`src/rtl/mixer_mc.sv`:
```
// Multi-channel audio mixer: slot-multiplexed accumulator, master attenuation,
// saturation with sticky clip flags, and first-order sigma-delta 1-bit DACs.
`timescale 1ns/1ps
module mixer_mc #(
    parameter int CHANNELS   = 4,
    parameter int WIDTH      = 8,
    parameter int BEEPER_W   = 64,
    parameter int TAPE_OUT_W = 16,
    parameter int TAPE_IN_W  = 8
) (
    input  logic                      clk28,
    input  logic                      rst_n,
    input  logic                      en,
    input  logic [CHANNELS*WIDTH-1:0] ch_data,
    input  logic [CHANNELS*2-1:0]     ch_pan,
    input  logic                      beeper,
    input  logic                      tape_out,
    input  logic                      tape_in,
    input  logic [1:0]                master_shift,
    input  logic                      clip_clr,
    output logic [WIDTH-1:0]          sample_l,
    output logic [WIDTH-1:0]          sample_r,
    output logic                      sample_valid,
    output logic                      clip_l,
    output logic                      clip_r,
    output logic                      dac_l,
    output logic                      dac_r
);

    localparam int ACC_W  = WIDTH + $clog2(CHANNELS + 3);
    localparam int SLOT_W = $clog2(CHANNELS + 2);
    localparam logic [SLOT_W-1:0] BIT_SLOT  = SLOT_W'(CHANNELS);
    localparam logic [SLOT_W-1:0] LAST_SLOT = SLOT_W'(CHANNELS + 1);

    logic [SLOT_W-1:0] slot;
    logic [ACC_W-1:0]  acc_l, acc_r;
    logic [WIDTH-1:0]  sd_l, sd_r;

    logic [WIDTH-1:0]  ch_word;
    logic [1:0]        pan_word;
    logic [ACC_W-1:0]  bit_sum, add_l, add_r;
    logic [ACC_W-1:0]  shr_l, shr_r;
    logic              over_l, over_r;

    // NOTE: every always_comb output gets a default first so no latch is inferred.
    always_comb begin
        ch_word  = '0;
        pan_word = '0;
        for (int k = 0; k < CHANNELS; k++) begin
            if (slot == SLOT_W'(k)) begin
                ch_word  = ch_data[k*WIDTH +: WIDTH];
                pan_word = ch_pan[k*2 +: 2];
            end
        end
    end

    always_comb begin
        bit_sum = (beeper   ? ACC_W'(BEEPER_W)   : '0)
                + (tape_out ? ACC_W'(TAPE_OUT_W) : '0)
                + (tape_in  ? ACC_W'(TAPE_IN_W)  : '0);
        add_l = '0;
        add_r = '0;
        if (slot < BIT_SLOT) begin
            if (pan_word[0]) add_l = ACC_W'(ch_word);
            if (pan_word[1]) add_r = ACC_W'(ch_word);
        end else if (slot == BIT_SLOT) begin
            add_l = bit_sum;
            add_r = bit_sum;
        end
    end

    always_comb begin
        shr_l  = acc_l >> master_shift;
        shr_r  = acc_r >> master_shift;
        over_l = |shr_l[ACC_W-1:WIDTH];
        over_r = |shr_r[ACC_W-1:WIDTH];
    end

    // NOTE: sequential state uses non-blocking assignments only, so every
    // register sees the pre-edge values of the others.
    always_ff @(posedge clk28 or negedge rst_n) begin
        if (!rst_n) begin
            slot         <= '0;
            acc_l        <= '0;
            acc_r        <= '0;
            sample_l     <= '0;
            sample_r     <= '0;
            sample_valid <= 1'b0;
            clip_l       <= 1'b0;
            clip_r       <= 1'b0;
            sd_l         <= '0;
            sd_r         <= '0;
            dac_l        <= 1'b0;
            dac_r        <= 1'b0;
        end else begin
            // A clip set later in this block overrides the clear on the same edge.
            if (clip_clr) begin
                clip_l <= 1'b0;
                clip_r <= 1'b0;
            end
            if (!en) begin
                slot         <= '0;
                acc_l        <= '0;
                acc_r        <= '0;
                sample_l     <= '0;
                sample_r     <= '0;
                sample_valid <= 1'b0;
                sd_l         <= '0;
                sd_r         <= '0;
                dac_l        <= 1'b0;
                dac_r        <= 1'b0;
            end else begin
                {dac_l, sd_l} <= {1'b0, sd_l} + {1'b0, sample_l};
                {dac_r, sd_r} <= {1'b0, sd_r} + {1'b0, sample_r};
                sample_valid  <= 1'b0;
                if (slot == LAST_SLOT) begin
                    slot         <= '0;
                    acc_l        <= '0;
                    acc_r        <= '0;
                    sample_valid <= 1'b1;
                    sample_l     <= over_l ? '1 : shr_l[WIDTH-1:0];
                    sample_r     <= over_r ? '1 : shr_r[WIDTH-1:0];
                    if (over_l) clip_l <= 1'b1;
                    if (over_r) clip_r <= 1'b1;
                end else begin
                    slot  <= slot + SLOT_W'(1);
                    acc_l <= acc_l + add_l;
                    acc_r <= acc_r + add_r;
                end
            end
        end
    end

endmodule

```
`config.mk`:
```
export PLATFORM = sky130hd
export DESIGN_NAME = mixer_mc
export DESIGN_NICKNAME = d
export VERILOG_FILES = /design/src/rtl/mixer_mc.sv
export SDC_FILE = /design/constraint.sdc
export NUM_CORES = 1
export LEC_CHECK = 0
export CORE_MARGIN = 5
export CORE_UTILIZATION = 35
export DETAILED_ROUTE_END_ITERATION = 10
export SYNTH_ARGS = -nofsm -noshare
export SYNTH_HDL_FRONTEND = slang
export SYNTH_SLANG_ARGS = --single-unit
```
`constraint.sdc`:
```
create_clock -name clk28 -period 4.1 [get_ports clk28]
set_input_delay 0.82 -clock clk28 [delete_from_list [all_inputs] [get_ports clk28]]
set_output_delay 0.82 -clock clk28 [all_outputs]
set_load 0.03 [all_outputs]
```
## Yosys cells after proc, flatten, opt, wreduce, memory -nomap -nowiden

Index checks and enable logic that the tools add are counted.

- Register bits: 62
- Bits of input ports: 49
- Output and inout bits: 21
- Word-level logic and storage cells: 73

- $add $sub $neg: 7
- Order comparisons: 1
- Eq/ne operators: 6
- Shift-type cells: 2
- Multiplexer cells: 42
- Reduce and logical (&&, ||, !) cells: 3

Operators by type and width:

| cell | number |
|---|---|
| $mux 8 | 14 |
| $mux 11 | 6 |
| $add 11x11->11 | 2 |
| $shr 11x2->11 | 2 |
| $add 8x8->9 | 2 |
| $mux 1 | 12 |
| $add 8x4->9 | 1 |
| $mux 9 | 1 |
| $add 7x5->8 | 1 |
| $mux 2 | 4 |
| $mux 7 | 1 |
| $eq 3x2->1 const B | 2 |
| $eq 3x3->1 const B | 2 |
| $mux 3 | 2 |
| $reduce_or 3->1 | 2 |
| $mux 5 | 1 |
| $mux 4 | 1 |
| $add 3x1->3 const B | 1 |
| $eq 3x1->1 const B | 1 |
| $logic_not 3->1 | 1 |
| $lt 3x3->1 const B | 1 |
| $ne 2x1->1 const B | 1 |

## Depth between registers and ports, before layout

- Depth after elaboration: 10
- Depth in mapped cells: 13

## Least setup slack after synthesis

OpenSTA, ideal clock, no wires.

- Path type: register to register
- Start point: register slot[1]
- End point: register acc_r[8]
- Setup time: 0.086 ns
- Arrival time: 2.982 ns
- Required time: 4.014 ns
- Slack: 1.032 ns
- Stages on the path, launching flop included: 14
- Path buffers: 3
- Clock period less this slack: 3.068 ns
- Cells stage by stage: dfrtp_1 buf_4 clkbuf_1 and2_1 ha_1 clkbuf_1 o21ai_2 nor2_1 ha_1 fa_1 a211oi_1 o211ai_1 and3_1 nor3_1

- Cells in the longest elaborated chain, start to end: 10

Ends and longest elaborated chain:

| what | line | source |
|---|---|---|
| start: declaration | 35 | `logic [SLOT_W-1:0] slot;` |
| start signal: assignment | 126 | `slot <= slot + SLOT_W'(1);` |
| $logic_not 3->1 | 50 | `if (slot == SLOT_W'(k)) begin` |
| $mux 8 or $mux 2 (tied branches) (4 in series) | 50 |  |
| $mux 8 | 65 | `if (pan_word[1]) add_r = ACC_W'(ch_word);` |
| $mux 11 | 63 | `if (slot < BIT_SLOT) begin` |
| $add 11x11->11 | 128 | `acc_r <= acc_r + add_r;` |
| $mux 11 * | 116 | `if (slot == LAST_SLOT) begin` |
| $mux 11 * | 101 | `if (!en) begin` |
| end signal: assignment | 128 |  |
| end: declaration | 36 | `logic [ACC_W-1:0] acc_l, acc_r;` |

Every way passes the cells marked *; elsewhere a longest branch is shown, timed or not.
A chain may end at the register's enable or synchronous reset.

## Final worst setup path

- Start point: register slot[2]
- End point: register acc_l[8]

- Cells in the longest elaborated chain, start to end: 10

Ends and longest elaborated chain:

| what | line | source |
|---|---|---|
| $logic_not 3->1 | 50 |  |
| $mux 8 or $mux 2 (tied branches) (4 in series) | 50 |  |
| $mux 8 | 64 | `if (pan_word[0]) add_l = ACC_W'(ch_word);` |
| $mux 11 | 63 |  |
| $add 11x11->11 | 127 | `acc_l <= acc_l + add_l;` |
| $mux 11 * | 116 |  |
| $mux 11 * | 101 |  |
| end signal: assignment | 127 |  |
| end: declaration | 36 |  |

Marks and branches as above.

==> metrics <==
Unique masters post-synth=47; gp weighted congestion=approximately 0.83; crit path buf inv count=1; htree depth=3; detailed placer's ending HPWL=between 7000 and 8000 um; Starting Density=36.0%; Die Ht=between 100 and 150 um; Detailed Routing Iterations Pass 1=4; Critical Path Source Type=register; Post-CTS Setup Inserts=0; Worst Hold Endpoint=clip_l; #FFs+latches synth=62; global-route wire length before repair=about 17000 um; area of the multi-input gates=roughly 2600 um^2; Setup crit start=slot[2]; max cap viols=0; grt total ovfl=0; vias in the first global route=approximately 3500; share of flip-flops with an asynchronous set or reset=100%; Setup TNS=0 ns; Critical Path AT=3.51 ns; DRC marker count from the first detailed-route iteration=180; Die Wd=122 um; CP Max Fanout=13; hold path start=clip_l; Worst Tran Pin Value=1.18 ns; Skew-Pair Late Insertion Delay=between 0.3 and 0.4 ns; IO Count=70; worst r2r src=slot[2]; DRT antenna net count=0; R2R Setup Slk=about 0.82 ns; synth-to-layout area growth=25.3%; reg2reg end=acc_l[8]; IO Port Bufs=69; Global Route Usage Sum=between 10% and 20%; CORE AREA=approximately 12000 um^2; worst-case clock buffer depth=2; crit end category=register; number of fill cells=about 1200; CTS tree=yes; WS Path Type=register to register; VDD IR-drop max=about 0.19 mV; Post-Syn Area per Cell=10.3 um^2; most common cell after layout, fill and taps aside=clkdlybuf4s50_1; Hold Path Depth=2; critical path's largest stage delay=~0.45 ns; CTS Sinks=between 60 and 70; Net Sw Frac=between 30% and 40%; routed vias=approximately 3500; internal power consumption=1390 uW; setup violators final=0; yosys synthesis warning count=0; CTS Buf Count=9; Via density=5.33; sequential fraction of the synthesis area=35.6%; post_cts resized=0; WL/cell=about 15 um; skew final=roughly 0.01 ns; Slew HR=a little over a fifth; CP required=4.33 ns; Final period util=between 80% and 90%; Net Count, Synth=around 510; largest net degree at the start of global routing=46; share of layout cells above drive strength 1=7.27%; Cell Pwr Density=between 300 and 400 nW/um^2; clock root cell=clkbuf_16; DP Area=about 5200 um^2; initial antenna violation count=0; unrepaired setup endpoints after global routing=no; Final min period=around 3.3 ns; Post-Syn Instances=around 420; EDFF count, synth=0; Max Clk Rate=roughly 0.30 GHz; DRC Markers=0; cell area after synthesis=4360 um^2; Crit-path slowest cell=ha_1; Hold Vio Cnt, Final=0; cell family with most CP delay=adder cells; Clock power frac=36.6%; cells along the critical path=inv_1 -> ha_1 -> nor2_1 -> a22oi_1 -> nor2_1 -> ha_1 -> fa_1 -> a211oi_1 -> o211ai_1 -> and3_1 -> nor3_1; clock-pin slew on the worst setup and hold paths=0.05 ns; Worst Hold Class=register to register; Seq. cell area=around 1600 um^2; most frequent cells in the layout=clkdlybuf4s50_1, dfrtp_1, nor2_1, nand2_1, ha_1; combinational share of power=between 20% and 30%; nets=roughly 580; cts hold-fix bufs=0; fin area=between 5000 and 6000 um^2; die area=about 15000 um^2; std cell rows=40; worst r2r path cells=11; sequential share of power=between 30% and 40%; antenna fix cells=0; Pins Over Slew Limit=0; final wirelength=approximately 10000 um; Synth Flop Type=dfrtp_1; Final Util=45.1%; run status=finished, final reports clean; sw power=604 uW; static leakage=0.00254 uW
sequential cells by signal (all words and copies together), names as in the netlist:
register	flops
dac_l	1
dac_r	1
sd_r	8
sample_valid	1
sd_l	8
sample_r	8
sample_l	8
clip_r	1
clip_l	1
slot	3
acc_l	11
acc_r	11
metrics by stage:
step | hold WS [ns] | power [uW] | instances | setup WS, ns
final | 0.507 | 2000 | 663 | 0.816
after global routing | 0.572 | 2110 | 663 | 0.480
after CTS | 0.511 | 2020 | 663 | 0.806
after detailed placement | 0.501 | 1280 | 647 | 0.615
after global placement | 0.498 | 1270 | 647 | 0.695
after floorplan | 0.520 | 1120 | 421 | 1.03
worst max-delay path by stage:
stage | to | slack (ns) | cells after the start
finish | acc_l[8] | 0.82 | 11
global route | acc_r[8] | 0.48 | 11
global placement | acc_l[8] | 0.69 | 11
detailed placement | acc_l[8] | 0.61 | 11
floorplan | acc_r[8] | 1.03 | 13
CTS | acc_l[8] | 0.81 | 11
cell type report:
cell class / instances / area share (%)
clock buffer: 11 / 4.26
clock inverter: 5 / 0.917
inverter: 17 / 1.22
multi-input combinational: 326 / 48.1
sequential: 62 / 28.4
tap: 168 / 3.85
timing repair buffer: 74 / 13.3
routing by layer:
| layer | vias up | track usage, % | part of all wire (%) |
|---|---|---|---|
| li1 | 1717 | - | - |
| met4 | 0 | 6.09 | 2.5 |
| met5 | - | 0 | 0 |
| met2 | 113 | 23.5 | 47 |
| met1 | 1686 | 17.7 | 44 |
| met3 | 20 | 4.32 | 6.6 |
cells in the mapped netlist (3+ instances only):
cell type | n | area share (%)
a21oi_1 | 20 | 2.3
nor3_1 | 3 | 0.34
nand2b_1 | 7 | 1.0
fa_1 | 4 | 1.8
nor2_1 | 44 | 3.8
dfrtp_1 | 62 | 36
nand3_1 | 10 | 1.1
o21ai_0 | 16 | 1.8
o2111ai_1 | 6 | 1.2
o21bai_1 | 4 | 0.69
buf_2 | 4 | 0.46
nor2b_1 | 3 | 0.43
xnor2_1 | 15 | 3.0
ha_1 | 33 | 9.5
a22oi_1 | 22 | 3.8
o2bb2ai_1 | 10 | 2.0
mux2i_1 | 18 | 4.1
mux4_1 | 12 | 7.2
a211oi_1 | 5 | 0.86
mux4_2 | 4 | 2.1
and2_1 | 9 | 1.3
o21ai_2 | 4 | 0.80
nand2_1 | 38 | 3.3
o211ai_1 | 6 | 1.0
inv_1 | 16 | 1.4
buf_4 | 6 | 1.0
or3_1 | 4 | 0.57
a22oi_2 | 4 | 1.1
o31a_1 | 4 | 0.80
power by group through the flow:
stage          clock network (uW)  registers, uW  logic [uW]
2_1_floorplan                   0            712         404
3_3_place_gp                    0            737         533
3_5_place_dp                    0            740         541
4_1_cts                       749            730         542
5_1_grt                       771            739         605
6_report                      732            729         537
worst min-delay path, cell delays in order (launching register included):
cell     delay, ns
dfrtp_1       0.37
inv_1         0.05
o21ai_1       0.05
cells by family after synthesis:
kind of cell	count (synthesis)	synth area share, %
buffers and inverters	33	4.14
adder cells (fa/ha/maj)	37	11.3
AO/OA/AOI/OAI	110	18.0
flip-flops	62	35.6
multiplexers	34	13.4
XOR/XNOR	17	3.42
AND/OR/NAND/NOR	128	14.1
Power figures use the tool's default switching activity.
